## src/rtl/cella_pkg.sv

```systemverilog
// Shared types and defaults for the CELLA 4x4 CAM/MAC array controller.
// Latency: n/a (declarations only).
// Backpressure: n/a.
package cella_pkg;

  localparam int ROWS_DEF = 4;
  localparam int COLS_DEF = 4;

  typedef enum logic [1:0] {
    OP_WRITE  = 2'd0,
    OP_SEARCH = 2'd1,
    OP_MAC    = 2'd2,
    OP_RSVD   = 2'd3
  } op_e;

  typedef enum logic [1:0] {
    IDLE = 2'd0,
    PRE  = 2'd1,
    ACT  = 2'd2,
    RESP = 2'd3
  } state_e;

endpackage

```

## src/rtl/cella_popcount.sv

```systemverilog
// Counts the set bits of one sense-amp word for the MAC accumulator.
// Latency: combinational.
// Backpressure: none.
module cella_popcount #(
  parameter int COLS  = 4,
  parameter int CNT_W = $clog2(COLS + 1)
) (
  input  logic [COLS-1:0]  bits_i,
  output logic [CNT_W-1:0] cnt_o
);

  // Simple adder chain; COLS is small so depth is not a concern.
  always_comb begin
    cnt_o = '0;
    for (int i = 0; i < COLS; i++) begin
      cnt_o = cnt_o + CNT_W'(bits_i[i]);
    end
  end

endmodule

```

## src/rtl/cella_array_ctrl.sv

```systemverilog
// Command sequencer for one CELLA 4x4 CAM/MAC macro (PRE/ACT timing, match/sense sampling).
// Latency: WRITE/SEARCH PRE+PULSE cycles, MAC that per enabled row, reserved/empty-mask 1 cycle.
// Backpressure: cmd_ready only in IDLE; response held until rsp_ready. Macro CELLA_WRITE_VERIFY_EN adds a WRITE read-back.
module cella_array_ctrl
  import cella_pkg::*;
#(
  parameter int ROWS         = ROWS_DEF,
  parameter int COLS         = COLS_DEF,
  parameter int ADDR_W       = $clog2(ROWS),
  parameter int PRE_CYCLES   = 1,
  parameter int PULSE_CYCLES = 2,
  parameter int RSP_W        = 8
) (
  input  logic              clk,
  input  logic              rst,
  input  logic              cmd_valid,
  output logic              cmd_ready,
  input  logic [1:0]        cmd_op,
  input  logic [ADDR_W-1:0] cmd_addr,
  input  logic [COLS-1:0]   cmd_data,
  input  logic              cmd_rdbar,
  output logic              rsp_valid,
  input  logic              rsp_ready,
  output logic [RSP_W-1:0]  rsp_data,
  output logic              rsp_err,
  output logic              arr_cs,
  output logic              arr_w_en,
  output logic              arr_mac_en,
  output logic              arr_read_bar,
  output logic [ADDR_W-1:0] arr_addr,
  output logic [COLS-1:0]   arr_data,
  input  logic [ROWS-1:0]   arr_ml,
  input  logic [COLS-1:0]   arr_sa
);

  localparam int PC_W   = $clog2(COLS + 1);
  localparam int CNT_MX = (PRE_CYCLES > PULSE_CYCLES) ? PRE_CYCLES : PULSE_CYCLES;
  localparam int CNT_W  = $clog2(CNT_MX + 1);

  // Sequencer state and latched command
  state_e            state_q, state_d;
  logic [CNT_W-1:0]  cnt_q, cnt_d;
  op_e               op_q, op_d;
  logic [ADDR_W-1:0] row_q, row_d;
  logic [COLS-1:0]   data_q, data_d;
  logic              rdbar_q, rdbar_d;
  logic [RSP_W-1:0]  acc_q, acc_d;
  logic              vfy_q, vfy_d;

  // Registered outputs
  logic              cmd_ready_q, cmd_ready_d;
  logic              rsp_valid_q, rsp_valid_d;
  logic [RSP_W-1:0]  rsp_data_q, rsp_data_d;
  logic              rsp_err_q, rsp_err_d;
  logic              cs_q, cs_d;
  logic              wen_q, wen_d;
  logic              macen_q, macen_d;
  logic              rb_q, rb_d;
  logic [ADDR_W-1:0] aaddr_q, aaddr_d;
  logic [COLS-1:0]   adata_q, adata_d;

  op_e               cmd_op_e;
  logic [PC_W-1:0]   sa_cnt;
  logic [RSP_W-1:0]  acc_sum;
  logic [ADDR_W:0]   first_row;
  logic [ADDR_W:0]   next_row_v;
  logic              pre_done;
  logic              act_done;

  assign cmd_op_e = op_e'(cmd_op);

  // Lowest enabled row strictly above 'after'; MSB of the result flags "found".
  function automatic logic [ADDR_W:0] next_row(input logic [COLS-1:0] mask, input int after);
    logic [ADDR_W:0] res;
    res = '0;
    for (int r = ROWS - 1; r >= 0; r--) begin
      if (r > after && r < COLS && mask[r]) begin
        res = {1'b1, ADDR_W'(r)};
      end
    end
    return res;
  endfunction

  cella_popcount #(
    .COLS  (COLS),
    .CNT_W (PC_W)
  ) u_popcount (
    .bits_i (arr_sa),
    .cnt_o  (sa_cnt)
  );

  // Next-state, command latching, sampling and the registered-output image.
  always_comb begin
    state_d     = state_q;
    cnt_d       = cnt_q;
    op_d        = op_q;
    row_d       = row_q;
    data_d      = data_q;
    rdbar_d     = rdbar_q;
    acc_d       = acc_q;
    vfy_d       = vfy_q;
    rsp_valid_d = rsp_valid_q;
    rsp_data_d  = rsp_data_q;
    rsp_err_d   = rsp_err_q;

    first_row  = next_row(cmd_data, -1);
    next_row_v = next_row(data_q, int'(row_q));
    acc_sum    = acc_q + RSP_W'(sa_cnt);
    pre_done   = (cnt_q == CNT_W'(PRE_CYCLES - 1));
    act_done   = (cnt_q == CNT_W'(PULSE_CYCLES - 1));

    case (state_q)
      IDLE: begin
        if (cmd_valid && cmd_ready_q) begin
          op_d       = cmd_op_e;
          row_d      = cmd_addr;
          data_d     = cmd_data;
          rdbar_d    = cmd_rdbar;
          acc_d      = '0;
          vfy_d      = 1'b0;
          cnt_d      = '0;
          rsp_data_d = '0;
          rsp_err_d  = 1'b0;
          if (cmd_op_e == OP_RSVD) begin
            state_d   = RESP;
            rsp_err_d = 1'b1;
          end else if (cmd_op_e == OP_MAC && !first_row[ADDR_W]) begin
            state_d = RESP;
          end else begin
            state_d = PRE;
            if (cmd_op_e == OP_MAC) begin
              row_d = first_row[ADDR_W-1:0];
            end
          end
        end
      end
      PRE: begin
        if (pre_done) begin
          state_d = ACT;
          cnt_d   = '0;
        end else begin
          cnt_d = cnt_q + 1'b1;
        end
      end
      ACT: begin
        if (!act_done) begin
          cnt_d = cnt_q + 1'b1;
        end else begin
          cnt_d = '0;
          case (op_q)
            OP_WRITE: begin
`ifdef CELLA_WRITE_VERIFY_EN
              if (!vfy_q) begin
                vfy_d   = 1'b1;
                state_d = PRE;
              end else begin
                rsp_err_d   = (arr_sa != data_q);
                state_d     = RESP;
                rsp_valid_d = 1'b1;
              end
`else
              state_d     = RESP;
              rsp_valid_d = 1'b1;
`endif
            end
            OP_SEARCH: begin
              rsp_data_d  = RSP_W'(arr_ml);
              state_d     = RESP;
              rsp_valid_d = 1'b1;
            end
            OP_MAC: begin
              acc_d = acc_sum;
              if (next_row_v[ADDR_W]) begin
                row_d   = next_row_v[ADDR_W-1:0];
                state_d = PRE;
              end else begin
                rsp_data_d  = acc_sum;
                state_d     = RESP;
                rsp_valid_d = 1'b1;
              end
            end
            default: begin
              state_d     = RESP;
              rsp_valid_d = 1'b1;
            end
          endcase
        end
      end
      RESP: begin
        // Commands that skip the array land here with rsp_valid low and
        // raise it one cycle later, giving them a uniform 1-cycle latency.
        if (!rsp_valid_q) begin
          rsp_valid_d = 1'b1;
        end else if (rsp_ready) begin
          rsp_valid_d = 1'b0;
          state_d     = IDLE;
        end
      end
      default: state_d = IDLE;
    endcase

    // Array controls for the coming cycle; address/data are set up in PRE
    // so they are already stable when cs rises.
    cmd_ready_d = (state_d == IDLE);
    cs_d        = 1'b0;
    wen_d       = 1'b0;
    macen_d     = 1'b0;
    rb_d        = 1'b0;
    aaddr_d     = '0;
    adata_d     = '0;
    if (state_d == PRE || state_d == ACT) begin
      aaddr_d = row_d;
      rb_d    = (op_d == OP_MAC) && rdbar_d;
      if (op_d != OP_MAC && !vfy_d) begin
        adata_d = data_d;
      end
      if (state_d == ACT) begin
        cs_d    = 1'b1;
        wen_d   = (op_d == OP_WRITE) && !vfy_d;
        macen_d = (op_d == OP_MAC) || vfy_d;
      end
    end
  end

  // State and output registers with synchronous reset.
  always_ff @(posedge clk) begin
    if (rst) begin
      state_q     <= IDLE;
      cnt_q       <= '0;
      op_q        <= OP_WRITE;
      row_q       <= '0;
      data_q      <= '0;
      rdbar_q     <= 1'b0;
      acc_q       <= '0;
      vfy_q       <= 1'b0;
      cmd_ready_q <= 1'b1;
      rsp_valid_q <= 1'b0;
      rsp_data_q  <= '0;
      rsp_err_q   <= 1'b0;
      cs_q        <= 1'b0;
      wen_q       <= 1'b0;
      macen_q     <= 1'b0;
      rb_q        <= 1'b0;
      aaddr_q     <= '0;
      adata_q     <= '0;
    end else begin
      state_q     <= state_d;
      cnt_q       <= cnt_d;
      op_q        <= op_d;
      row_q       <= row_d;
      data_q      <= data_d;
      rdbar_q     <= rdbar_d;
      acc_q       <= acc_d;
      vfy_q       <= vfy_d;
      cmd_ready_q <= cmd_ready_d;
      rsp_valid_q <= rsp_valid_d;
      rsp_data_q  <= rsp_data_d;
      rsp_err_q   <= rsp_err_d;
      cs_q        <= cs_d;
      wen_q       <= wen_d;
      macen_q     <= macen_d;
      rb_q        <= rb_d;
      aaddr_q     <= aaddr_d;
      adata_q     <= adata_d;
    end
  end

  assign cmd_ready    = cmd_ready_q;
  assign rsp_valid    = rsp_valid_q;
  assign rsp_data     = rsp_data_q;
  assign rsp_err      = rsp_err_q;
  assign arr_cs       = cs_q;
  assign arr_w_en     = wen_q;
  assign arr_mac_en   = macen_q;
  assign arr_read_bar = rb_q;
  assign arr_addr     = aaddr_q;
  assign arr_data     = adata_q;

endmodule

```

## config.mk

```make
export PLATFORM = sky130hd
export DESIGN_NAME = cella_array_ctrl
export DESIGN_NICKNAME = d
export VERILOG_FILES = /design/src/rtl/cella_pkg.sv /design/src/rtl/cella_popcount.sv /design/src/rtl/cella_array_ctrl.sv
export SDC_FILE = /design/constraint.sdc
export NUM_CORES = 1
export LEC_CHECK = 0
export ABC_AREA = 1
export CAP_MARGIN = 5
export CORE_ASPECT_RATIO = 1.5
export CORE_MARGIN = 4
export CORE_UTILIZATION = 50
export CTS_BUF_LIST = sky130_fd_sc_hd__clkbuf_2 sky130_fd_sc_hd__clkbuf_4 sky130_fd_sc_hd__clkbuf_8
export DETAILED_ROUTE_END_ITERATION = 10
export GPL_TIMING_DRIVEN = 1
export HOLD_SLACK_MARGIN = 0.02
export PLACE_DENSITY = 0.76
export RECOVER_POWER = 25
export SYNTH_ARGS = -nofsm -noshare
export SYNTH_HDL_FRONTEND = slang
export SYNTH_SLANG_ARGS = --single-unit
```

## constraint.sdc

```tcl
create_clock -name clk -period 3.1 [get_ports clk]
set_input_delay 0.775 -clock clk [delete_from_list [all_inputs] [get_ports clk]]
set_output_delay 0.775 -clock clk [all_outputs]
set_load 0.02 [all_outputs]
```

After elaboration in Yosys (flattened, before gate mapping)
Cells that the tools add are included.

operators by class
  add/sub/neg operators = 5
  order comparisons = 3
  eq/ne operators = 17
  mux-type cells = 53
  bitwise logic cells = 3
  reduce and logical (&&, ||, !) cells = 27

operators with widths
  operator                                                          number
  8-bit case mux with 2 select lines                                3
  2-bit two-way mux                                                 21
  8-bit two-way mux                                                 5
  3-bit two-way mux                                                 7
  2-bit == test (second input constant)                             7
  1-bit two-way mux                                                 11
  8-bit by 3-bit adder with 8-bit output                            1
  2-bit by 1-bit == test with 1-bit output (second input constant)  4
  1-bit logical AND                                                 8
  2-bit logical NOT                                                 4
  4-bit two-way mux                                                 2
  2-bit != test (second input constant)                             4
  2-bit case mux with 4 select lines                                1
  3-bit by 1-bit adder with 3-bit output                            2
  2-bit case mux with 3 select lines                                1
  3-bit OR reduction                                                2
  5-bit AND reduction                                               1
  2-bit > comparator (first input constant)                         2
  2-bit case mux with 2 select lines                                1
  2-bit AND reduction                                               2
  4-bit AND reduction                                               1
  2-bit nonzero test                                                2
  3-bit by 2-bit != test with 1-bit output (second input constant)  1
  3-bit != test (second input constant)                             1
  other kinds (10)                                                  14

storage, ports and cells
  register bits = 43
  input bits = 21
  output and inout port bits = 21
  logic and storage cells = 126

Logic depth before layout (Yosys ltp)
Gate-level depths: netlist of run 1.

  depth in word-level cells = 14
  mapped depth = 16
  mapped depth without buffers = 16

By module
A second synthesis of run 1 with hierarchy kept.

unflattened totals
  cell total of the unflattened synthesis = 313
  area total of the unflattened synthesis = 2336.0 sq um

modules (own cells, without submodules)
  module            times used  cells each  area each (sq um)  sequential area each (sq um)
  cella_array_ctrl  1           305         2272.2             860.8
  cella_popcount    1           8           63.8               0.0

Worst setup path after synthesis of run 1
OpenSTA, ideal clock, no wires.

  path kind = input-to-reg
  from = input arr_sa[0]
  to = register rsp_data_q[6], in the netlist rsp_data[6]
  setup time = 0.113 ns
  arrival time = 2.771 ns
  slack = 0.216 ns
  stages on the path = 15
  path buffers = 0
  cell sequence = ha_1 > inv_1 > fa_1 > inv_1 > ha_1 > inv_1 > fa_1 > inv_1 > nand2_1 > a21oi_1 > nand3_1 > nand3_1 > nand2_1 > nand2_1 > nor2_1

on the way
  cells in the longest elaborated chain, start to end = 8

RTL lines
  what                                                  line                     RTL
  start: declaration                                    cella_array_ctrl.sv:33   input logic [COLS-1:0] arr_sa
  1-bit by 1-bit adder with 2-bit output                cella_popcount.sv:16     cnt_o = cnt_o + CNT_W'(bits_i[i]);
  3-bit by 1-bit adder with 3-bit output (2 in series)  cella_popcount.sv:16
  8-bit by 3-bit adder with 8-bit output                cella_array_ctrl.sv:108  acc_sum = acc_q + RSP_W'(sa_cnt);
  8-bit two-way mux                                     cella_array_ctrl.sv:173  if (next_row_v[ADDR_W]) begin
  8-bit case mux with 2 select lines                    cella_array_ctrl.sv:150  case (op_q)
  8-bit two-way mux                                     cella_array_ctrl.sv:146  if (!act_done) begin
  8-bit case mux with 2 select lines                    cella_array_ctrl.sv:112  case (state_q)
  end signal: assignment                                cella_array_ctrl.sv:257  rsp_data_q <= rsp_data_d;
  end: declaration                                      cella_array_ctrl.sv:53   logic [RSP_W-1:0] rsp_data_q, rsp_data_d;

No other way between the ends. The select of a mux whose other input is x is not followed.
A chain may end at the register's enable or synchronous reset.

Worst setup path after layout of run 1
  from = input arr_sa[2]
  to = register rsp_data_q[6], in the netlist rsp_data[6]

on the way
  cells in the longest elaborated chain, start to end = 7

RTL lines
  what                                                  line
  3-bit by 1-bit adder with 3-bit output (2 in series)  cella_popcount.sv:16
  8-bit by 3-bit adder with 8-bit output                cella_array_ctrl.sv:108
  8-bit two-way mux                                     cella_array_ctrl.sv:173
  8-bit case mux with 2 select lines                    cella_array_ctrl.sv:150
  8-bit two-way mux                                     cella_array_ctrl.sv:146
  8-bit case mux with 2 select lines                    cella_array_ctrl.sv:112

No other way between the ends. The select of a mux whose other input is x is not followed.

==> results.json, run 1 <==
{
  "critical_path.slowest_cell": "sky130_fd_sc_hd__fa_1",
  "yosysSeqAreaShare_pct": 36.63,
  "post_drt_via_cell_ratio": 4.885,
  "power.ir.vdd_worst_mv": 0.4816,
  "final.setup.tns_ns": 0,
  "slew_at_the_pin_with_the_worst_max_slew_slack_ns": 0.9284,
  "maximum_number_of_pins_on_one_net_before_global_route_repair": 25,
  "yosys_most_used_dff": "sky130_fd_sc_hd__dfxtp_1",
  "path_delay_family": "adder cells",
  "worstPathBufferInverterCount": 5,
  "rsz_0062_raised_after_global_routing": "false",
  "post_route_cells_drive_above_1_share_pct": 8.354,
  "timing.critical_path.from_type": "primary input",
  "timing_max_transition_violations_final": 0,
  "first_global_vias": 2260,
  "cts-htree-levels": 2,
  "power.density_cell_area_mw_per_mm2": 773.5,
  "path_class": "primary input to flip-flop",
  "drtAntennaViolNets": 0,
  "timing.critical_path.mode_cell": "sky130_fd_sc_hd__nand2_1",
  "cts-buffers-inserted": 5,
  "clk_pin_slew_worst_paths_ns": 0.09,
  "globalRouteTotalUtil_pct": 20.23,
  "crit_path_max_fanout": 3,
  "diodes": 0,
  "fp.dieW_um": 63.98,
  "floorplan.initialDensity_pct": 51.74,
  "hold_class": "flip-flop to flip-flop",
  "finalWorstPathRequiredPeriod_ns": 2.890,
  "finalWirelength_um": 5509,
  "cts_root_buf": "sky130_fd_sc_hd__clkbuf_8",
  "setup_clock_skew_after_layout_ns": 0.008913,
  "synthesis.area_per_instance_um2": 6.831,
  "ys_seq_elements": 43,
  "drt_iter0_drc": 104,
  "fp.coreArea_mm2": 0.004542,
  "die_area_mm2": 0.005883,
  "mappedNetlistNets": 382,
  "cp.required_ns": 3.35,
  "vias": 2242,
  "clkSinkCount": 43,
  "critPathArrivalTime_ns": 3.14,
  "synth_async_sr_flop_share_pct": 0,
  "syn_inst": 344,
  "post_synth_instance_area_mm2": 0.002350,
  "netlist_top_cells_area": "sky130_fd_sc_hd__dfxtp_1 37%, sky130_fd_sc_hd__nand2_1 14%, sky130_fd_sc_hd__ha_1 8.0%",
  "area_growth_pct": 26.14,
  "cp-end-kind": "flip-flop",
  "slowest_delay_ns": 0.46,
  "cap_violations": 0,
  "worst_slack_ns": 0.2096,
  "cts_tree": "built",
  "dp_hpwl_um": 4254,
  "detail_route.wl_per_cell_um": 12.00,
  "nets": 432,
  "remaining_overflow_grt": 0,
  "grt_first_pass_wirelength_um": 9501,
  "first_pass_iters": 4,
  "fmax_mhz": 346.0,
  "worst_skew_pair.late_latency_ns": 0.31,
  "path_cells": "clkdlybuf4s50_1 > inv_1 > fa_1 > inv_1 > ha_2 > inv_2 > fa_2 > inv_2 > nand2_2 > a21oi_4 > nand2_1 > nand2_1 > nand3_1 > nand2_1 > nand2_1 > nor2_1",
  "clk_path_buf_depth": 2,
  "fillCellCount": 425,
  "finalWeightedCongestion": 0.8735,
  "slew_hr_pct": 37.88,
  "static-leakage-power_nw": 1.367,
  "dp_worst_setup_slack_ns": -0.3705,
  "number_of_antenna_violations_at_the_first_check_in_global_routing": 0,
  "floorplan.rows": 30,
  "yosys_warnings": 0,
  "finalCritPeriodShare_pct": 93.24,
  "count_of_flip_flops_with_a_built_in_enable_after_synthesis": 0,
  "chipHeight_um": 91.96,
  "final-hold-violation-count": 0,
  "synthDistinctLibCells": 34,
  "netlist.top_cell.by_area": "sky130_fd_sc_hd__dfxtp_1",
  "placement.io_buffers": 41,
  "final_util_pct": 65.26,
  "drt_drc_violations_left": 0,
  "io_pins": 42,
  "totalPowerFinal_w": 0.002293,
  "synthDominantCellAreaShare_pct": 36.63,
  "result_of_the_run": "complete, no violations",
  "setup_violations": 0
}
[per-layer routing]
| layer | GRT usage (%) | wire [um] | vias to the layer above |
|---|---|---|---|
| met2 | 38.48 | 2974 | 54 |
| met3 | 3.431 | 248 | 17 |
| met1 | 19.62 | 2078 | 1001 |
| li1 | - | - | 1170 |
| met4 | 12.07 | 208 | 0 |
| met5 | 0 | 0 | - |
[flip-flops by register name, summed over array words and instances, names as in the netlist, 2 cells and up]
name,count
arr_data,4
op_q,2
data_q,4
arr_addr,2
rsp_data,8
row_q,2
state_q,2
acc_q,8
cnt_q,2
[report_power, final]
group / internal, W / total, W / leakage, nW / switching, W
Sequential: 0.000701 / 0.000776 / 0.351 / 0.0000754
Combinational: 0.000420 / 0.00113 / 0.967 / 0.000715
Clock: 0.000166 / 0.000382 / 0.0491 / 0.000216
Total: 0.00129 / 0.00229 / 1.37 / 0.00101
[path summary, 6_finish.rpt]
path	from	end	slack (ns)	depth (start not counted)
hold / removal	acc_q[2]	acc_q[2]	0.47	2
setup / recovery	arr_sa[2]	rsp_data[6]	0.21	16
hold reg to reg	acc_q[2]	acc_q[2]	0.47	2
setup reg to reg	state_q[1]	arr_data[2]	0.67	8
[what timing repair did]
action / CTS / global route
endpoints found under the setup margin: 1 / 8
buffers inserted: 0 / 2
resized for setup: 1 / 9
pin swaps: 0 / 7
hold buffers: 0 / 0
[tightest hold or removal path, cell delays in order, from the launching register on]
cell                      delay, ns
sky130_fd_sc_hd__dfxtp_1       0.32
sky130_fd_sc_hd__nand2_1       0.06
sky130_fd_sc_hd__a21oi_1       0.05
[per-stage QoR]
stage | hold WS (ns) | cells | instance area, um^2
2_1_floorplan | 0.4388 | 344 | 2350
3_3_place_gp | 0.4578 | 449 | 2846
3_5_place_dp | 0.4617 | 449 | 2846
4_1_cts | 0.4757 | 457 | 2945
5_1_grt | 0.5051 | 459 | 2964
6_report | 0.4716 | 459 | 2964
[cells in the final DEF, fill, tap and decap left out, drive strengths merged, types with 3 or more instances in the layout]
cell type      netlist  layout
inv                 54      56
clkbuf               3       5
nand3               14      14
o21ai               23      23
a21oi               19      19
buf                  4       9
dlygate4sd3          0       3
clkdlybuf4s50        0      36
nor3                 6       6
nand2               95      95
nor2                49      49
dfxtp               43      43
ha                  15      15
[synth_stat cells (3+ instances only)]
master / number
sky130_fd_sc_hd__nor2_1: 47
sky130_fd_sc_hd__a21oi_1: 19
sky130_fd_sc_hd__clkbuf_1: 3
sky130_fd_sc_hd__inv_1: 50
sky130_fd_sc_hd__nand2_1: 90
sky130_fd_sc_hd__inv_2: 4
sky130_fd_sc_hd__nor3_1: 6
sky130_fd_sc_hd__o21ai_0: 20
sky130_fd_sc_hd__dfxtp_1: 43
sky130_fd_sc_hd__nand2_2: 5
sky130_fd_sc_hd__nand3_1: 14
sky130_fd_sc_hd__ha_1: 15
[cell type report]
type / instances / area [um^2] / share of cell area (%)
Sequential cell: 43 / 860.8 / 29.04
Inverter: 55 / 206.4 / 6.965
Timing Repair Buffer: 50 / 483.0 / 16.29
Clock inverter: 3 / 26.28 / 0.8865
Clock buffer: 5 / 68.82 / 2.322
Multi-Input combinational cell: 239 / 1239 / 41.79
Tap cell: 64 / 80.08 / 2.702
[cell families (layout without fill, tap and decap cells)]
kind of cell,Yosys count,count (layout),share of synthesized area (%)
flops,43,43,36.63
xor+xnor,1,1,0.3728
compound gates,50,50,11.82
buf+inv,62,113,10.76
mux,2,2,0.8520
simple gates,169,169,29.87
fa+ha+maj,17,17,9.691
Note: power is estimated with default switching activity, not from simulation.
==> run 2, diff against run 1 <==
Settings changed: CAP_MARGIN 5 to 20, SKIP_LAST_GASP set to 1.
==> results of run 2 <==
Same layout as run 1: the final DEF is identical, and so are final timing and power.
